==> config.mk <==
export PLATFORM = sky130hd
export DESIGN_NAME = ram_fifo_ctrl
export DESIGN_NICKNAME = d
export VERILOG_FILES = /design/src/rtl/fifo_pkg.sv /design/src/rtl/ram_fifo_ptr.sv /design/src/rtl/ram_fifo_ctrl.sv
export SDC_FILE = /design/constraint.sdc
export NUM_CORES = 1
export LEC_CHECK = 0
export ABC_AREA = 1
export BUFFER_PORTS_ARGS = -buffer_cell sky130_fd_sc_hd__buf_2
export CAP_MARGIN = 0
export CELL_PAD_IN_SITES_DETAIL_PLACEMENT = 0
export CELL_PAD_IN_SITES_GLOBAL_PLACEMENT = 1
export CORE_UTILIZATION = 32
export DETAILED_ROUTE_END_ITERATION = 10
export GPL_ROUTABILITY_DRIVEN = 0
export PLACE_DENSITY_LB_ADDON = 0.1
export SLEW_MARGIN = 20
export SYNTH_ARGS = -nofsm -noshare
export SYNTH_HDL_FRONTEND = slang
export SYNTH_SLANG_ARGS = --single-unit
==> constraint.sdc <==
create_clock -name clk -period 2 [get_ports clk]
set_clock_uncertainty 0.2 [all_clocks]
set_input_delay 0.3 -clock clk [delete_from_list [all_inputs] [get_ports clk]]
set_output_delay 0.3 -clock clk [all_outputs]
set_load 0.005 [all_outputs]
==> src/rtl/fifo_pkg.sv <==
// Shared pointer type and occupancy helper for the RAM-backed FIFO controller.
package fifo_pkg;
  localparam int ADDR_W = 3;

  typedef logic [ADDR_W:0] ptr_t;

  // Wrap-bit pointers: modular subtraction yields occupancy 0..depth directly.
  function automatic ptr_t ptr_count(input ptr_t wr, input ptr_t rd);
    return ptr_t'(wr - rd);
  endfunction
endpackage

==> src/rtl/ram_fifo_ptr.sv <==
// Wrap-bit FIFO pointer: increments on inc, cleared by asynchronous reset.
module ram_fifo_ptr
  import fifo_pkg::*;
(
  input  logic clk,
  input  logic reset,
  input  logic inc,
  output ptr_t ptr
);

  ptr_t ptr_q, ptr_d;

  always_comb begin
    ptr_d = ptr_q;
    if (inc) ptr_d = ptr_t'(ptr_q + 1'b1);
  end

  always_ff @(posedge clk or posedge reset) begin
    if (reset) ptr_q <= '0;
    else       ptr_q <= ptr_d;
  end

  assign ptr = ptr_q;

endmodule

==> src/rtl/ram_fifo_ctrl.sv <==
// FIFO pointer/flag controller sequencing a 1W/1R dual-port RAM; data never passes through.
module ram_fifo_ctrl
  import fifo_pkg::*;
#(
  parameter int addr_width = ADDR_W,
  parameter int af_level   = 6,
  parameter int ae_level   = 2
) (
  input  logic                  clk,
  input  logic                  reset,
  input  logic                  wr_req,
  input  logic                  rd_req,
  input  logic                  clr_err,
  output logic                  ram_we,
  output logic [addr_width-1:0] ram_w_addr,
  output logic [addr_width-1:0] ram_r_addr,
  output logic                  full,
  output logic                  empty,
  output logic                  almost_full,
  output logic                  almost_empty,
  output logic [addr_width:0]   count,
  output logic                  overflow,
  output logic                  underflow
);

  localparam ptr_t AF_LVL = ptr_t'(af_level);
  localparam ptr_t AE_LVL = ptr_t'(ae_level);

  ptr_t wr_ptr, rd_ptr, cnt;
  logic push_ok, pop_ok;
  logic overflow_q, overflow_d, underflow_q, underflow_d;

  ram_fifo_ptr u_wr_ptr (.clk(clk), .reset(reset), .inc(push_ok), .ptr(wr_ptr));
  ram_fifo_ptr u_rd_ptr (.clk(clk), .reset(reset), .inc(pop_ok),  .ptr(rd_ptr));

  assign cnt   = ptr_count(wr_ptr, rd_ptr);
  assign empty = (wr_ptr == rd_ptr);
  assign full  = (wr_ptr[addr_width-1:0] == rd_ptr[addr_width-1:0]) &&
                 (wr_ptr[addr_width] != rd_ptr[addr_width]);

  assign almost_full  = (cnt >= AF_LVL);
  assign almost_empty = (cnt <= AE_LVL);
  assign count        = cnt;

  assign push_ok    = wr_req && !full;
  assign pop_ok     = rd_req && !empty;
  assign ram_we     = push_ok;
  assign ram_w_addr = wr_ptr[addr_width-1:0];
  assign ram_r_addr = rd_ptr[addr_width-1:0];

  // A new error event in the same cycle as clr_err keeps the flag set.
  always_comb begin
    overflow_d  = overflow_q;
    underflow_d = underflow_q;
    if (clr_err) begin
      overflow_d  = 1'b0;
      underflow_d = 1'b0;
    end
    if (wr_req && full)  overflow_d  = 1'b1;
    if (rd_req && empty) underflow_d = 1'b1;
  end

  always_ff @(posedge clk or posedge reset) begin
    if (reset) begin
      overflow_q  <= 1'b0;
      underflow_q <= 1'b0;
    end else begin
      overflow_q  <= overflow_d;
      underflow_q <= underflow_d;
    end
  end

  assign overflow  = overflow_q;
  assign underflow = underflow_q;

endmodule

==> impl_metrics.tcl, run 1 <==
set metrics [dict create \
    drive_gt1_frac 0.508 \
    timing.rr.end "u_wr_ptr.ptr[3]$_DFFE_PP0P_" \
    postRouteAntennaNets 0 \
    finish.utilization 0.482 \
    vias_per_cell 4.58 \
    pre_cts_ws_ns -0.0302 \
    core_um2 2210 \
    swShare 0.458 \
    setup_viol 5 \
    worstPathRequired_ns 1.50 \
    violations "negative setup slack" \
    leakage_uw 0.000607 \
    fp.dieW_um 50.5 \
    worstPathMaxFanout 3 \
    min_path_cells 2 \
    pin_count 22 \
    ys_seq_elements 10 \
    insertion_delay_ns 0.26 \
    worstHoldStart "clr_err" \
    setup.worst_path.start_class "flop" \
    reg2reg_from "u_wr_ptr.ptr[2]$_DFFE_PP0P_" \
    dieHeight_um 50.5 \
    crit_path_start "u_rd_ptr.ptr[0]$_DFFE_PP0P_" \
    grt_pass1_wl_mm 2.81 \
    port_buffers 21 \
    n_antenna_cell 0 \
    setup_ws_ns -0.178 \
    hp-class "input port to flop" \
    maxSlewViolCount 0 \
    grtUsageTotal 0.146 \
    power.density_nw_per_um2 2180 \
    fin_crit_ns 2.18 \
    drtIter0Drc 7 \
    layout_commonest_cell "nand2_1" \
    num-nets-final 142 \
    syn_inst 99 \
    status "finished, violations left" \
    critPathTopFamily "adder cells" \
    seqPwrFrac 0.165 \
    path_cells "ha_4 -> fa_2 -> xnor2_4 -> inv_2 -> o21ai_2 -> nor2_2 -> buf_2" \
    drtPass1Iterations 4 \
    post-dp-hpwl_mm 1.33 \
    rrSetupSlack_ns 0.39 \
    cts-root-buf "clkbuf_4" \
    cap_violations 0 \
    crit_arrival_ns 1.68 \
    p_sw_uw 1070 \
    routed_wl_mm 1.69 \
    start_util 0.340 \
    synth_area_um2 753 \
    cts_num_sinks 10 \
    num_rows 17 \
    synthToLayoutAreaGrowth_pct 41.7 \
    critPathKind "flop to primary output" \
    yosysSeqAreaShare 0.332 \
    cts_tree "yes" \
    vdd_drop_max_v 0.000980 \
    fmax_mhz 459 \
    antenna_found_initial 0 \
    critPathCaptureType "primary output" \
    tightest_slew_ns 0.370 \
    min_to "overflow$_DFFE_PP0P_" \
    worst_hold_slack_ns 0.0129 \
    rr_worst_depth 7 \
    cp.depth 7 \
    h-tree-depth 1 \
    syn_nets 110 \
    clockBufferDepth 2 \
    path_buf_inv 2 \
    p_int_uw 1260 \
    grt.overflow.total 0 \
    period_share 1.09 \
    hold_viol 0 \
    rsz0062_at_grt "yes" \
    p_comb_frac 0.759 \
    wl_per_cell_um 10.7 \
    grt_max_degree 11 \
    p_clk_frac 0.077 \
    vias 723 \
    ys_types 19 \
    cts_buffers 3 \
    layout_common_cells "27 x nand2_1, 21 x buf_2, 11 x buf_4" \
    yosysWarnings 0 \
    dieArea_um2 2550 \
    clk_pin_slew_worst_paths_ns 0.07 \
    avgSynthCellArea_um2 7.61 \
    drc 0 \
    critPathSlowestCell "dfrtp_1" \
    p_total_uw 2330 \
    grt_pass1_vias 671 \
    slew_headroom 0.753 \
    slowest_delay_ns 0.41 \
]
[cells by family (layout without fill, tap and decap cells)]
group                      Yosys count  after routing  share of synthesized area
xor gates and xnor gates             3              3                     0.0349
AOI/OAI and AO/OA                    4              4                     0.0266
adders and majority gates            6              6                      0.110
DFF                                 10             10                      0.332
and+or+nand+nor                     53             53                      0.350
buffers and inverters               23             54                      0.146
[state kept, by name, indices dropped and copies added, names as in the netlist]
signal        count
u_rd_ptr.ptr      4
underflow         1
u_wr_ptr.ptr      4
overflow          1
[worst max path at each step]
| stage | endpoint | slack [ns] |
|---|---|---|
| after floorplan | almost_empty | 0.02 |
| after global placement | almost_empty | 0.02 |
| after detailed placement | almost_empty | -0.03 |
| after CTS | almost_empty | -0.22 |
| after global routing | almost_empty | -0.24 |
| final | almost_empty | -0.18 |
[power by group through the flow]
stage	clock (µW)	combinational (µW)	sequential, µW
floorplan	0	908	405
finish	178	1770	384
global placement	0	1370	372
CTS	182	1580	384
detailed placement	0	1390	375
global route	191	1970	397
[per-layer routing]
| layer | share of wire | global-route usage | vias to the layer above |
|---|---|---|---|
| met1 | 0.48 | 0.189 | 339 |
| met2 | 0.48 | 0.236 | 14 |
| met3 | 0.035 | 0.0182 | 2 |
| li1 | - | - | 368 |
| met4 | 0.0071 | 0.0787 | 0 |
| met5 | 0 | 0 | - |
[repair_timing]
action                     4_1_cts  5_1_grt
gates resized for setup         11        8
setup endpoints to repair        8        8
buffers inserted                 2        2
gates cloned                     0        0
pin swaps                        6        2
hold endpoints to repair        10        0
hold buffers                     1        0
[layout make-up]
type / instances / area [µm²]
Sequential cell: 10 / 250
Multi-Input combinational cell: 66 / 479
Inverter: 17 / 68.8
Fill cell: 244 / 1140
Clock buffer: 4 / 36.3
Timing Repair Buffer: 33 / 198
Tap cell: 28 / 35.0
[per-stage QoR]
| step | cells | instance area (µm²) | TNS [ns] |
|---|---|---|---|
| 4_1_cts | 156 | 1010 | -0.637 |
| 3_5_place_dp | 149 | 908 | -0.0302 |
| 2_1_floorplan | 99 | 761 | 0 |
| 3_3_place_gp | 149 | 908 | 0 |
| 5_1_grt | 158 | 1070 | -0.905 |
| 6_report | 158 | 1070 | -0.488 |
[synthesized netlist by cell type]
cell type,instances,share of area
a21oi_1,1,0.0066
o21ai_0,1,0.0066
fa_1,1,0.027
clkinv_2,1,0.0066
nand2_2,3,0.025
nor2_2,1,0.0083
nand2_1,29,0.14
o21ai_1,2,0.013
dfrtp_1,10,0.33
xor2_1,2,0.023
buf_4,6,0.060
nand3_1,13,0.086
inv_1,10,0.050
nand4_1,2,0.017
xnor2_1,1,0.012
nand3b_1,1,0.010
ha_1,5,0.083
inv_2,6,0.030
nand2_4,4,0.060
Power figures use the tool's default switching activity.
==> run 2, diff against run 1 <==
--- a/config.mk
+++ b/config.mk
@@ -6,7 +6,7 @@
 export NUM_CORES = 1
 export LEC_CHECK = 0
 export ABC_AREA = 1
-export BUFFER_PORTS_ARGS = -buffer_cell sky130_fd_sc_hd__buf_2
+export BUFFER_PORTS_ARGS = -buffer_cell sky130_fd_sc_hd__buf_4
 export CAP_MARGIN = 0
 export CELL_PAD_IN_SITES_DETAIL_PLACEMENT = 0
 export CELL_PAD_IN_SITES_GLOBAL_PLACEMENT = 1
==> run 2 against run 1 <==
Against the previous run: the run still ends with negative setup slack left; critical path depth is 1 lower; worst setup slack hardly changed; global-route usage is 1.4 points higher; via count is 0.83% higher; routed wire length is 7.0% higher; sequential power is 3% higher; clock power hardly changed; cell area is 16% higher; largest cell class unchanged; largest power group unchanged.
==> impl_metrics.tcl, run 2 (synthesis gave the netlist of run 1 again) <==
set metrics [dict create \
    clockBufferDepth 2 \
    vias 729 \
    grt_max_degree 11 \
    vias_per_cell 4.34 \
    routed_wl_mm 1.81 \
    multi_input_area_um2 499 \
    power.density_nw_per_um2 2220 \
    period_share 1.09 \
    p_total_uw 2740 \
    slew_headroom 0.747 \
    n_fill_cell 210 \
    maxSlewViolCount 0 \
    critPathCaptureType "primary output" \
    wl_per_cell_um 10.8 \
    hp-class "input port to flop" \
    synthToLayoutAreaGrowth_pct 63.8 \
    critPathKind "flop to primary output" \
    dieArea_um2 2550 \
    start_util 0.340 \
    drtPass1Iterations 4 \
    status "finished, violations left" \
    grt_pass1_wl_mm 3.02 \
    setup_ws_ns -0.178 \
    drive_gt1_frac 0.550 \
    num-nets-final 152 \
    fin_crit_ns 2.18 \
    clk_pin_slew_worst_paths_ns 0.07 \
    fp.dieW_um 50.5 \
    vdd_drop_max_v 0.00146 \
    drtIter0Drc 7 \
    cap_violations 0 \
    setup.worst_path.start_class "flop" \
    rsz0062_at_grt "yes" \
    cts_num_sinks 10 \
    worst_hold_slack_ns 0.125 \
    pin_count 22 \
    worstPathRequired_ns 1.50 \
    crit_arrival_ns 1.68 \
    fmax_mhz 459 \
    tightest_slew_ns 0.378 \
    leakage_uw 0.000662 \
    cts-root-buf "clkbuf_4" \
    dpl.cell_count 150 \
    dieHeight_um 50.5 \
    postRouteAntennaNets 0 \
    port_buffers 21 \
    n_antenna_cell 0 \
    post-dp-hpwl_mm 1.29 \
    antenna_found_initial 0 \
    hold_viol 0 \
    layout_common_cells "37 x buf_4, 27 x nand2_1, 10 x nand3_1" \
    num_rows 17 \
    cts_tree "yes" \
    grtUsageTotal 0.160 \
    regArea_um2 251 \
    cts_buffers 3 \
    insertion_delay_ns 0.26 \
    pre_cts_ws_ns -0.0429 \
    core_um2 2210 \
    worstPathMaxFanout 2 \
    layout_commonest_cell "buf_4" \
    setup_viol 5 \
    grt_pass1_vias 659 \
    grt.overflow.total 0 \
    violations "negative setup slack" \
    instances_no_fill 168 \
    drc 0 \
    h-tree-depth 1 \
]
## run 2: cell count changes in the layout (fill, tap and decap cells not counted), sizes merged
cell,delta
dlygate4sd3,+1
clkinv,-1
inv,+1
buf,+9
## run 2: report_power, final
| part | total (µW) | switching, µW | internal (µW) |
|---|---|---|---|
| Combinational | 2170 | 990 | 1180 |
| Sequential | 394 | 97.0 | 297 |
| Clock | 177 | 67.0 | 110 |
| Total | 2740 | 1150 | 1590 |
## run 2: area by class of cell
type | count | area share
Clock buffer | 4 | 0.0294
Timing Repair Buffer | 43 | 0.278
Multi-Input combinational cell | 66 | 0.405
Inverter | 17 | 0.0558
Tap cell | 28 | 0.0284
Sequential cell | 10 | 0.204
## run 2: worst max-delay path, cell delays in order (launching register included)
cell and delay (ns):
dfrtp_1 0.40, ha_4 0.17, fa_2 0.56, inv_2 0.04, nand2_1 0.05, nand3_1 0.06, buf_4 0.13
## run 2: path summary, 6_finish.rpt
check                           slack, ns                        start                           to  cells past startpoint
worst min-delay path                 0.12                       wr_req         overflow$_DFFE_PP0P_                      3
worst min register to register       0.33        underflow$_DFFE_PP0P_        underflow$_DFFE_PP0P_                      2
max in group asynchronous            0.94                        reset  u_wr_ptr.ptr[1]$_DFFE_PP0P_                      3
worst max-delay path                -0.18  u_rd_ptr.ptr[0]$_DFFE_PP0P_                  almost_full                      6
min in group asynchronous            0.37                        reset         overflow$_DFFE_PP0P_                      3
worst max register to register       0.33  u_rd_ptr.ptr[2]$_DFFE_PP0P_  u_wr_ptr.ptr[0]$_DFFE_PP0P_                     10
## run 2: what timing repair did
action / CTS / global route
hold buffers: 2 / 0
endpoints found under the hold margin: 12 / 0
buffers inserted: 5 / 7
resized for setup: 13 / 15
setup endpoints to repair: 8 / 7
pin swaps: 6 / 8
## run 2: metal layers
metal / vias up / track usage / routed length, µm
li1: 390 / - / -
met2: 14 / 0.269 / 904
met3: 2 / 0.0273 / 49
met4: 0 / 0.0694 / 12
met1: 323 / 0.200 / 842
met5: - / 0 / 0
## run 2: through the flow
stage | TNS (ns) | utilization | area, µm²
floorplan | 0 | - | 761
global placement | 0 | 0.438 | 968
detailed placement | -0.0429 | 0.438 | 968
CTS | -0.795 | 0.506 | 1120
global route | -0.910 | 0.558 | 1230
finish | -0.483 | 0.558 | 1230
==> run 3, diff against run 2 <==
--- a/config.mk
+++ b/config.mk
@@ -5,7 +5,6 @@
 export SDC_FILE = /design/constraint.sdc
 export NUM_CORES = 1
 export LEC_CHECK = 0
-export ABC_AREA = 1
 export BUFFER_PORTS_ARGS = -buffer_cell sky130_fd_sc_hd__buf_4
 export CAP_MARGIN = 0
 export CELL_PAD_IN_SITES_DETAIL_PLACEMENT = 0
==> run 3 against run 2 <==
Against the previous run: the run still ends with negative setup slack left; synthesized cell count is 35% lower; die area is 11% lower; final cell count is 27% lower.
==> impl_metrics.tcl, run 3 <==
set metrics [dict create \
    setup_viol 5 \
    critPathKind "flop to primary output" \
    cts-root-buf "clkbuf_4" \
    status "finished, violations left" \
    critPathCaptureType "primary output" \
    synth_compound_area_frac 0.132 \
    layout_commonest_cell "buf_4" \
    crit_arrival_ns 1.72 \
    vias 554 \
    synth_ff_type "dfrtp_1" \
    dieHeight_um 47.6 \
    yosysSeqAreaShare 0.377 \
    vias_per_cell 4.50 \
    synthMuxAreaShare 0.0395 \
    critPathSlowestCell "fa_2" \
    grt_pass1_wl_mm 2.05 \
    worst_hold_slack_ns 0.101 \
    maxSlewViolCount 0 \
    setup.worst_path.start_class "flop" \
    grt_pass1_vias 481 \
    num_rows 16 \
    num-nets-final 109 \
    layout_common_cells "30 x buf_4, 10 x dfrtp_1, 6 x xnor2_1" \
    grt_max_degree 11 \
    drc 0 \
    h-tree-depth 1 \
    synth-async-reset-ratio 1.00 \
    critPathTopFamily "adder cells" \
    setup_ws_ns -0.223 \
    drtIter0Drc 0 \
    cts_tree "yes" \
    syn_nets 75 \
    grtUsageTotal 0.138 \
    synthToLayoutAreaGrowth_pct 58.8 \
    clk_pin_slew_worst_paths_ns 0.06 \
    synthXorXnorAreaFrac 0.130 \
    pin_count 22 \
    path_cells "inv_2 -> ha_4 -> fa_2 -> inv_2 -> a21oi_2 -> o21a_1 -> buf_4" \
    period_share 1.11 \
    dieArea_um2 2260 \
    core_um2 1960 \
    violations "negative setup slack" \
    multi_input_area_um2 434 \
    hp-class "input port to flop" \
    slowest_delay_ns 0.52 \
    timing.rr.end "u_rd_ptr.ptr[1]$_DFFE_PP0P_" \
    post-dp-hpwl_mm 1.04 \
    insertion_delay_ns 0.26 \
    antenna_found_initial 0 \
    n_fill_cell 198 \
    synth_common_cells "10 x dfrtp_1, 9 x inv_1, 8 x xnor2_1" \
    worstPathRequired_ns 1.50 \
    rrSetupSlack_ns 0.13 \
    synth_top_cell_by_area "dfrtp_1" \
    synth_simple_gate_area_share 0.0791 \
    cts_buffers 3 \
    fin_crit_ns 2.22 \
    start_util 0.339 \
    reg2reg_from "u_wr_ptr.ptr[2]$_DFFE_PP0P_" \
    yosys.area.top_type_share 0.377 \
    regArea_um2 250 \
    drive_gt1_frac 0.615 \
    synth_top_family_by_area "compound AO/OA/AOI/OAI gates" \
    drtPass1Iterations 1 \
    syn_inst 64 \
    slew_headroom 0.747 \
    fp.dieW_um 47.6 \
    ys_top_cells_by_area "dfrtp_1 38%, xnor2_1 11%, ha_1 9.4%" \
    path_buf_inv 3 \
    min_path_cells 2 \
    synth_area_um2 664 \
    worstHoldStart "rd_req" \
    cap_violations 0 \
    ys_seq_elements 10 \
    cp_common_cell "inv_2" \
    worstPathMaxFanout 3 \
    synth_edf_count 0 \
    postRouteAntennaNets 0 \
    setup_tns_ns -0.657 \
    cts_num_sinks 10 \
    avgSynthCellArea_um2 10.4 \
    port_buffers 21 \
    grt.overflow.total 0 \
    ys_types 21 \
    instances_no_fill 123 \
    min_to "underflow$_DFFE_PP0P_" \
    clockBufferDepth 2 \
    dpl.cell_count 115 \
    rsz0062_at_grt "yes" \
    wl_per_cell_um 11.3 \
    synth_fa_ha_area_frac 0.124 \
    rr_worst_depth 6 \
    n_antenna_cell 0 \
    synth.most_common_cell "dfrtp_1" \
    fmax_mhz 450 \
    hold_viol 0 \
    yosysWarnings 0 \
    routed_wl_mm 1.40 \
    tightest_slew_ns 0.379 \
]
run 3: through the flow:
step,setup slack [ns],area (µm²),utilization
after floorplan,0.0622,664,-
after global placement,0.0278,878,0.448
after detailed placement,0.00410,878,0.448
after CTS,-0.236,1040,0.531
after global routing,-0.312,1050,0.538
final,-0.223,1050,0.538
run 3: logic make-up after synthesis:
| group | Yosys count |
|---|---|
| buffers and inverters | 15 |
| AO/OA/AOI/OAI | 13 |
| flip-flops | 10 |
| XOR/XNOR | 9 |
| AND/OR/NAND/NOR | 9 |
| adder cells (fa/ha/maj) | 6 |
| multiplexers | 2 |
run 3: area by class of cell:
cell class,instances,area share
Multi-Input combinational cell,39,0.412
Tap cell,27,0.0320
Timing Repair Buffer,35,0.266
Clock buffer,3,0.0214
Inverter,9,0.0320
Sequential cell,10,0.237
run 3: worst max-delay path by stage:
stage / startpoint / endpoint / slack, ns / depth (start not counted)
floorplan: u_wr_ptr.ptr[0]$_DFFE_PP0P_ / almost_empty / 0.06 / 6
global placement: u_wr_ptr.ptr[0]$_DFFE_PP0P_ / almost_empty / 0.03 / 7
detailed placement: u_wr_ptr.ptr[0]$_DFFE_PP0P_ / almost_empty / 0.004 / 7
CTS: u_wr_ptr.ptr[0]$_DFFE_PP0P_ / almost_empty / -0.24 / 7
global route: u_wr_ptr.ptr[0]$_DFFE_PP0P_ / almost_empty / -0.31 / 7
finish: u_wr_ptr.ptr[0]$_DFFE_PP0P_ / almost_empty / -0.22 / 7
run 3: what timing repair did:
action | CTS | global route
gates resized for setup | 22 | 3
setup buffers | 4 | 0
endpoints found under the setup margin | 8 | 8
gates cloned | 0 | 0
hold endpoints to repair | 10 | 0
pin swaps | 6 | 4
hold buffers | 1 | 0
run 3: metal layers:
| layer | track usage | share of wire | wire, µm | vias up |
|---|---|---|---|---|
| met5 | 0 | 0 | 0 | - |
| met1 | 0.168 | 0.45 | 622 | 263 |
| li1 | - | - | - | 276 |
| met4 | 0.0833 | 0.0093 | 13 | 0 |
| met3 | 0.0340 | 0.043 | 60 | 2 |
| met2 | 0.219 | 0.50 | 699 | 13 |
Power of run 3 is left out: the tool's default activity adds up to more than one toggle a clock period on the data nets, which glitch-free logic cannot reach.
